## src/rtl/clock_setter.sv

```systemverilog
// clock_setter: time/date entry controller; seeds from live BCD counters, edits with calendar limits, commits via load strobe.
module clock_setter #(
   parameter int BLINK_DIV = 50000
) (
   input  logic       clk,
   input  logic       rst,
   input  logic       btn_mode,
   input  logic       btn_inc,
   input  logic [3:0] cur_yr3,
   input  logic [3:0] cur_yr2,
   input  logic [3:0] cur_yr1,
   input  logic [3:0] cur_yr0,
   input  logic [3:0] cur_month1,
   input  logic [3:0] cur_month0,
   input  logic [3:0] cur_day1,
   input  logic [3:0] cur_day0,
   input  logic [3:0] cur_hr1,
   input  logic [3:0] cur_hr0,
   input  logic [3:0] cur_min1,
   input  logic [3:0] cur_min0,
   output logic [3:0] set_yr3,
   output logic [3:0] set_yr2,
   output logic [3:0] set_yr1,
   output logic [3:0] set_yr0,
   output logic [3:0] set_month1,
   output logic [3:0] set_month0,
   output logic [3:0] set_day1,
   output logic [3:0] set_day0,
   output logic [3:0] set_hr1,
   output logic [3:0] set_hr0,
   output logic [3:0] set_min1,
   output logic [3:0] set_min0,
   output logic [2:0] field,
   output logic       hold,
   output logic       load,
   output logic       sec_clr,
   output logic       blink
);
   localparam logic [2:0] IDLE = 3'd0, SEED = 3'd1, EDIT_YR = 3'd2, EDIT_MON = 3'd3,
                          EDIT_DAY = 3'd4, EDIT_HR = 3'd5, EDIT_MIN = 3'd6, COMMIT = 3'd7;
   logic [2:0]  state, state_n;
   logic [7:0]  yr, mon, day, hr, mn;
   logic [7:0]  yr_n, mon_n, day_b, day_n, hr_n, mn_n;
   logic [15:0] cnt;
   logic        edit, inc;
   // Months/years are kept as two-digit BCD bytes; BCD byte order matches numeric order
   function automatic logic [7:0] mdays(input logic [7:0] m, input logic [7:0] y);
      logic leap;
      leap = y[4] ? (y[3:0] == 4'd2 || y[3:0] == 4'd6) : (y[3:0] == 4'd0 || y[3:0] == 4'd4 || y[3:0] == 4'd8);
      return m == 8'h02 ? (leap ? 8'h29 : 8'h28) :
             (m == 8'h04 || m == 8'h06 || m == 8'h09 || m == 8'h11) ? 8'h30 : 8'h31;
   endfunction
   function automatic logic [7:0] bcd_inc(input logic [7:0] v, input logic [7:0] hi, input logic [7:0] lo);
      return v >= hi ? lo : v[3:0] == 4'd9 ? {v[7:4] + 4'd1, 4'd0} : v + 8'd1;
   endfunction
   assign edit = state >= EDIT_YR && state <= EDIT_MIN;
   assign inc  = edit && btn_inc && !btn_mode;
   always_comb begin
      state_n = state == IDLE ? (btn_mode ? SEED : IDLE) : state == SEED ? EDIT_YR :
                state == COMMIT ? IDLE : btn_mode ? state + 3'd1 : state;
      yr_n  = state == SEED ? ((cur_yr3 == 4'd2 && cur_yr2 == 4'd0) ? {cur_yr1, cur_yr0} : 8'h00) :
              inc && state == EDIT_YR ? bcd_inc(yr, 8'h99, 8'h00) : yr;
      mon_n = state == SEED ? {cur_month1, cur_month0} :
              inc && state == EDIT_MON ? bcd_inc(mon, 8'h12, 8'h01) : mon;
      day_b = state == SEED ? {cur_day1, cur_day0} :
              inc && state == EDIT_DAY ? bcd_inc(day, mdays(mon, yr), 8'h01) : day;
      // Day is re-limited against the new year/month in the same cycle they change
      day_n = day_b > mdays(mon_n, yr_n) ? mdays(mon_n, yr_n) : day_b;
      hr_n  = state == SEED ? {cur_hr1, cur_hr0} : inc && state == EDIT_HR ? bcd_inc(hr, 8'h23, 8'h00) : hr;
      mn_n  = state == SEED ? {cur_min1, cur_min0} : inc && state == EDIT_MIN ? bcd_inc(mn, 8'h59, 8'h00) : mn;
   end
   always_ff @(posedge clk or posedge rst) begin
      if (rst) begin
         state   <= IDLE;
         field   <= 3'd0;
         hold    <= 1'b0;
         load    <= 1'b0;
         sec_clr <= 1'b0;
         blink   <= 1'b0;
         cnt     <= 16'd0;
         yr      <= 8'h00;
         mon     <= 8'h01;
         day     <= 8'h01;
         hr      <= 8'h00;
         mn      <= 8'h00;
      end else begin
         state   <= state_n;
         field   <= (state_n >= EDIT_YR && state_n <= EDIT_MIN) ? state_n - 3'd1 : 3'd0;
         hold    <= state_n != IDLE;
         load    <= state_n == COMMIT;
         sec_clr <= state_n == COMMIT;
         yr      <= yr_n;
         mon     <= mon_n;
         day     <= day_n;
         hr      <= hr_n;
         mn      <= mn_n;
         if (!edit || btn_mode || btn_inc) begin
            cnt   <= 16'd0;
            blink <= 1'b0;
         end else if (cnt == 16'(BLINK_DIV - 1)) begin
            cnt   <= 16'd0;
            blink <= ~blink;
         end else begin
            cnt <= cnt + 16'd1;
         end
      end
   end
   assign set_yr3 = 4'd2;
   assign set_yr2 = 4'd0;
   assign {set_yr1, set_yr0}       = yr;
   assign {set_month1, set_month0} = mon;
   assign {set_day1, set_day0}     = day;
   assign {set_hr1, set_hr0}       = hr;
   assign {set_min1, set_min0}     = mn;
endmodule

```

## config.mk

```make
export PLATFORM = sky130hd
export DESIGN_NAME = clock_setter
export DESIGN_NICKNAME = d
export VERILOG_FILES = /design/src/rtl/clock_setter.sv
export SDC_FILE = /design/constraint.sdc
export NUM_CORES = 1
export LEC_CHECK = 0
export CORE_MARGIN = 5
export CORE_UTILIZATION = 51
export DETAILED_ROUTE_END_ITERATION = 16
export PLACE_DENSITY_LB_ADDON = 0.1
export SETUP_SLACK_MARGIN = 0.15
export SLEW_MARGIN = 5
export SYNTH_ARGS = -nofsm -noshare
export SYNTH_HDL_FRONTEND = slang
export SYNTH_SLANG_ARGS = --single-unit
```

## constraint.sdc

```tcl
create_clock -name clk -period 5.1 [get_ports clk]
set_input_delay 0.51 -clock clk [delete_from_list [all_inputs] [get_ports clk]]
set_output_delay 0.51 -clock clk [all_outputs]
set_load 0.03 [all_outputs]
```

==> impl_metrics.json, run 1 <==
{
  "power_mw": 3.196,
  "crit_end": "day[4]",
  "r2r_end": "day[4]",
  "r2r-start": "mon[4]",
  "cp-start-kind": "flip-flop",
  "avgSynthCellArea_um2": 8.341,
  "dp_hpwl_um": 8747,
  "min_path_type": "reg -> reg",
  "cp-end-kind": "flip-flop",
  "crit_cells": 16,
  "worstPathCellList": "inv_1 -> ha_1 -> mux2_2 -> a32o_1 -> a21oi_1 -> ha_1 -> nor4b_1 -> o21ai_1 -> a211oi_2 -> o21ai_1 -> o21ai_0 -> ha_1 -> a31oi_1 -> nor3_1 -> o31ai_2 -> mux2_2",
  "grt_pass1_wl_um": 19850,
  "crit_start": "mon[4]",
  "row_count": 34,
  "cts_max_level": 3,
  "critPathKind": "reg -> reg",
  "portBuffers": 98,
  "r2r_slack_ns": 0.56,
  "p_int_mw": 1.671,
  "clock_latency_ns": 0.35,
  "fin_tns_setup_ns": 0,
  "root_buffer": "clkbuf_8",
  "post_drt_wl_per_cell_um": 15.97,
  "cellLeakagePower_nw": 2.412,
  "vias": 4285,
  "min_from": "cnt[0]",
  "start_util_pct": 52.09,
  "instances_no_fill": 743,
  "fmax_mhz": 220.5,
  "cts_buffer_depth": 2,
  "status": "finished clean",
  "dpl.cell_count": 727,
  "ctsResizeCount": 0,
  "dieArea_um2": 10850,
  "grt_use_total_pct": 21.71,
  "finalCritPeriodShare_pct": 88.93,
  "grt_pass1_vias": 4259,
  "cts_buffers": 9,
  "die_h_um": 104.2,
  "grt_max_degree": 66,
  "synth_edf_count": 0,
  "rr_worst_depth": 16,
  "p_per_area_nw_per_um2": 555.1,
  "wl_um": 11870,
  "synthCells": 542,
  "fin_worst_skew_ns": 0.006369,
  "post_cts_buffers": 0,
  "drc": 0,
  "slew_violations": 0,
  "io_pins": 107,
  "hold_buffers": 0,
  "synth.distinct_cells": 65,
  "sw_frac_of_total_pct": 47.71,
  "fin_area_um2": 5757,
  "combPwrFrac_pct": 54.6,
  "diodes": 0,
  "tightest_slew_ns": 0.8249,
  "place.gp.congestion": 0.9070,
  "synth_area_um2": 4521,
  "setup_viol": 0,
  "firstDrtPassIters": 4,
  "async_flop_share_pct": 100.0,
  "vias_per_cell": 5.767,
  "hold_violations": 0,
  "antenna_found_initial": 0,
  "seq_area_frac_synth_pct": 36.04,
  "cpMostUsedCell": "ha_1",
  "p_seq_share_pct": 29.4,
  "clk_pin_slew_ns": 0.07,
  "die_w_um": 104.2,
  "ys_warn_count": 0,
  "rsz0062_at_grt": "false",
  "placed_area_um2": 5528,
  "cap_violations": 0,
  "crit_family": "compound AO/OA/AOI/OAI gates",
  "critPathRequiredTime_ns": 5.33,
  "ant_nets": 0,
  "post-route-min-period_ns": 4.535,
  "max-vdd-ir-drop_v": 0.0002859,
  "p_clk_share_pct": 16.0,
  "power_switching_mw": 1.525,
  "slew_headroom_pct": 45.00,
  "drt_iter0_markers": 195,
  "core_area_um2": 8678,
  "critPathBufInv": 1,
  "grt_overflow": 0,
  "cts_sinks": 65,
  "drive_above_1_share_pct": 5.984,
  "cts_tree": "built",
  "arrival_ns": 4.77,
  "final_nets": 713,
  "ys_ff_latch": 65,
  "critPathSlowestCell": "dfrtp_1",
  "synth_flop_cell": "dfrtp_1",
  "holdWs_ns": 0.4874,
  "critPathMaxStageDelay_ns": 0.51,
  "crit_fanout": 8,
  "syn_to_final_growth_pct": 27.35
}
-- sequential cells by signal, summed over array words and instances, names as in the netlist --
name	cells
cnt	16
day	8
hr	8
mn	8
mon	8
yr	8
field	3
state	3
blink	1
hold	1
sec_clr	1
-- Yosys cell counts (8+ instances only) --
cell type  count  area share, %
a22oi_1        8            1.3
nor2_1        56            4.6
xnor2_1        9            1.7
xor2_1        10            1.9
ha_1          31            8.6
inv_1         31            2.6
nand2_1       67            5.6
nand4_1       12            1.7
dfrtp_1       63             35
nor3_1        16            1.8
clkbuf_1      18            1.5
a21oi_1       28            3.1
o21ai_0       33            3.7
buf_4         10            1.7
nand3_1       18            2.0
-- layout by cell type (no fill, tap or decap), types with 11 or more instances in the layout --
cell and instances:
clkdlybuf4s50_1 98, clkbuf_8 11, nor2_1 56, ha_1 31, nand2_1 67, inv_1 30, nand3_1 18, dfrtp_1 63
a21oi_1 28, o21ai_0 33, nor3_1 16, nand4_1 12
-- worst min path at each step --
stage / end / slack, ns / depth (start not counted)
final: cnt[0] / 0.49 / 1
after global routing: cnt[0] / 0.52 / 1
after CTS: cnt[0] / 0.50 / 1
after detailed placement: cnt[0] / 0.49 / 1
after global placement: cnt[0] / 0.45 / 1
after floorplan: cnt[0] / 0.42 / 1
-- area by class of cell --
class	count	area (um^2)
clock inverter	5	77.57
multi-input combinational	423	2651
sequential	65	1629
inverter	31	116.4
timing repair buffer	100	996.0
fill	750	2922
clock buffer	11	151.4
tap	108	135.1
-- power by group through the flow --
stage               sequential [mW]  combinational, mW  clock [mW]
finish                        0.939               1.75       0.511
CTS                           0.933               1.75       0.520
floorplan                      1.08               1.02           0
detailed placement            0.943               1.74           0
global route                  0.971               1.92       0.548
global placement              0.938               1.69           0
-- routing by layer --
metal	vias to the layer above	wire length (um)	track usage [%]
li1	2097	-	-
met1	2027	5307	28.10
met2	140	5659	35.20
met3	21	706	6.083
met4	0	191	6.753
met5	-	0	0
-- cell families (layout without fill, tap and decap cells) --
family | Yosys count | after routing | share of synthesized area (%)
fa+ha+maj | 31 | 31 | 8.580
buf+inv | 62 | 147 | 6.034
flops | 65 | 65 | 36.04
mux | 7 | 7 | 1.661
compound gates | 131 | 131 | 19.18
xor+xnor | 19 | 19 | 3.681
simple gates | 225 | 225 | 24.66
other cells | 2 | 10 | 0.1661
-- stage by stage --
stage / utilization (%) / setup slack (ns)
final: 66.34 / 0.5646
after floorplan: - / 0.9523
after detailed placement: 63.70 / 0.4815
after global routing: 66.34 / 0.1662
after global placement: 63.70 / 0.6175
after CTS: 66.34 / 0.6182
Power figures use the tool's default switching activity.
==> inputs of run 2 (changes only) <==
CORE_UTILIZATION = 46   (was 51)
clock period = 3.7 ns   (was 5.1 ns; I/O delays follow)
==> impl_metrics.json, run 2 (synthesized netlist as in run 1, its figures left out) <==
{
  "grt_max_degree": 47,
  "die_h_um": 109.1,
  "place.gp.congestion": 0.9178,
  "cp-start-kind": "flip-flop",
  "cp-end-kind": "flip-flop",
  "die_w_um": 109.1,
  "rsz0062_at_grt": "true",
  "dpl.cell_count": 801,
  "dp_hpwl_um": 9605,
  "dieArea_um2": 11910,
  "post_drt_wl_per_cell_um": 15.80,
  "portBuffers": 98,
  "finalCritPeriodShare_pct": 103.3,
  "fin_tns_setup_ns": -0.1987,
  "hold_violations": 0,
  "core_area_um2": 9684,
  "antenna_found_initial": 0,
  "power_switching_mw": 2.364,
  "clock_latency_ns": 0.34,
  "slew_headroom_pct": 31.77,
  "max-vdd-ir-drop_v": 0.0005186,
  "highest_layer": "met4",
  "arrival_ns": 4.05,
  "cts_buffers": 9,
  "largest_reg_flops": 16,
  "drive_above_1_share_pct": 18.48,
  "grt_pass1_vias": 4557,
  "layout_commonest_cell": "clkdlybuf4s50_1",
  "status": "finished with violations",
  "row_count": 36,
  "cts_buffer_depth": 2,
  "holdWs_ns": 0.4620,
  "diodes": 0,
  "cap_violations": 0,
  "fin_worst_skew_ns": 0.005803,
  "wl_um": 13130,
  "cellLeakagePower_nw": 2.752,
  "crit_fanout": 4,
  "final_cell_mix": "98 x clkdlybuf4s50_1, 67 x nand2_1, 60 x dfrtp_1, 56 x buf_4, 53 x nor2_1",
  "grt_use_total_pct": 22.47,
  "drc": 0,
  "cts_sinks": 65,
  "instances_no_fill": 831,
  "hold_buffers": 0,
  "syn_to_final_growth_pct": 42.87,
  "setup_viol": 2,
  "combPwrFrac_pct": 63.8,
  "grt_pass1_wl_um": 21410,
  "post-route-min-period_ns": 3.824,
  "root_buffer": "clkbuf_8",
  "p_seq_share_pct": 24.1,
  "io_pins": 107,
  "min_path_type": "reg -> reg",
  "clk_pin_slew_ns": 0.07,
  "critPathRequiredTime_ns": 3.93,
  "wl_met2_um": 6746,
  "vias_per_cell": 5.440,
  "start_util_pct": 46.68,
  "top_register": "cnt",
  "sw_frac_of_total_pct": 46.19,
  "grt_overflow": 0,
  "slew_violations": 0,
  "p_per_area_nw_per_um2": 792.2,
  "cts_max_level": 3,
  "r2r_slack_ns": -0.12,
  "final_critical_path_setup_slack_ns": -0.1236,
  "ant_nets": 0,
  "violations": "setup timing",
  "critPathKind": "reg -> reg",
  "route.met3.wl_um": 658,
  "cts_tree": "built",
  "p_clk_share_pct": 12.1,
  "fmax_mhz": 261.5,
  "p_int_mw": 2.753,
  "vias": 4521,
  "firstDrtPassIters": 5,
  "tightest_slew_ns": 1.022,
  "drt_iter0_markers": 260,
  "final_nets": 776,
  "wirelength_met1_um": 5601
}
## run 2: repair_timing
| item | 4_1_cts | 5_1_grt |
|---|---|---|
| pin swaps | 17 | 5 |
| endpoints found under the setup margin | 5 | 5 |
| gates resized for setup | 22 | 16 |
| setup buffers | 12 | 2 |
## run 2: worst max-delay path, cell delays in order (launching register included)
cell and delay, ns:
dfrtp_1 0.45, ha_4 0.18, ha_4 0.13, nand3b_1 0.10
or3_1 0.36, or4_4 0.53, and3_4 0.21, o21ai_4 0.17
nand4_1 0.14, o41ai_2 0.10, nand2_1 0.16, ha_4 0.18
nor3b_4 0.15, a31oi_4 0.18, nor3_4 0.06, o31ai_4 0.25
mux2_4 0.34
## run 2: path summary, 6_finish.rpt
kind | endpoint | start | cells after the start
max | day[4] | state[0] | 16
min | cnt[0] | cnt[0] | 1
max reg2reg | day[4] | state[0] | 16
min reg2reg | cnt[0] | cnt[0] | 1
max in group asynchronous | field[0] | rst | 3
min in group asynchronous | cnt[15] | rst | 2
## run 2: metrics by stage
| stage | area, um^2 | worst slack (ns) | util, % | total power, mW |
|---|---|---|---|---|
| 2_1_floorplan | 4601 | -0.1068 | - | 2.938 |
| 3_3_place_gp | 5968 | -0.1466 | 61.63 | 3.950 |
| 3_5_place_dp | 5968 | -0.2510 | 61.63 | 4.023 |
| 4_1_cts | 6361 | -0.1166 | 65.68 | 4.897 |
| 5_1_grt | 6459 | -0.2662 | 66.69 | 5.493 |
| 6_report | 6459 | -0.1236 | 66.69 | 5.117 |
## run 2: metal layers
metal	track usage, %	vias up
met4	5.771	0
met3	4.737	14
met5	0	-
met2	39.12	117
li1	-	2226
met1	28.24	2164
## run 2: area by class of cell
| cell class | count | area (um^2) |
|---|---|---|
| clock buffer | 13 | 158.9 |
| clock inverter | 3 | 40.04 |
| tap | 133 | 166.4 |
| sequential | 65 | 1633 |
| timing repair buffer | 163 | 1503 |
| multi-input combinational | 423 | 2839 |
| inverter | 31 | 118.9 |
| fill | 811 | 3226 |
## run 2: power groups by stage
| stage | sequential [mW] | clock, mW | combinational, mW |
|---|---|---|---|
| 3_5_place_dp | 1.22 | 0 | 2.80 |
| 4_1_cts | 1.22 | 0.625 | 3.05 |
| 2_1_floorplan | 1.49 | 0 | 1.45 |
| 5_1_grt | 1.27 | 0.667 | 3.55 |
| 6_report | 1.23 | 0.619 | 3.27 |
| 3_3_place_gp | 1.22 | 0 | 2.73 |
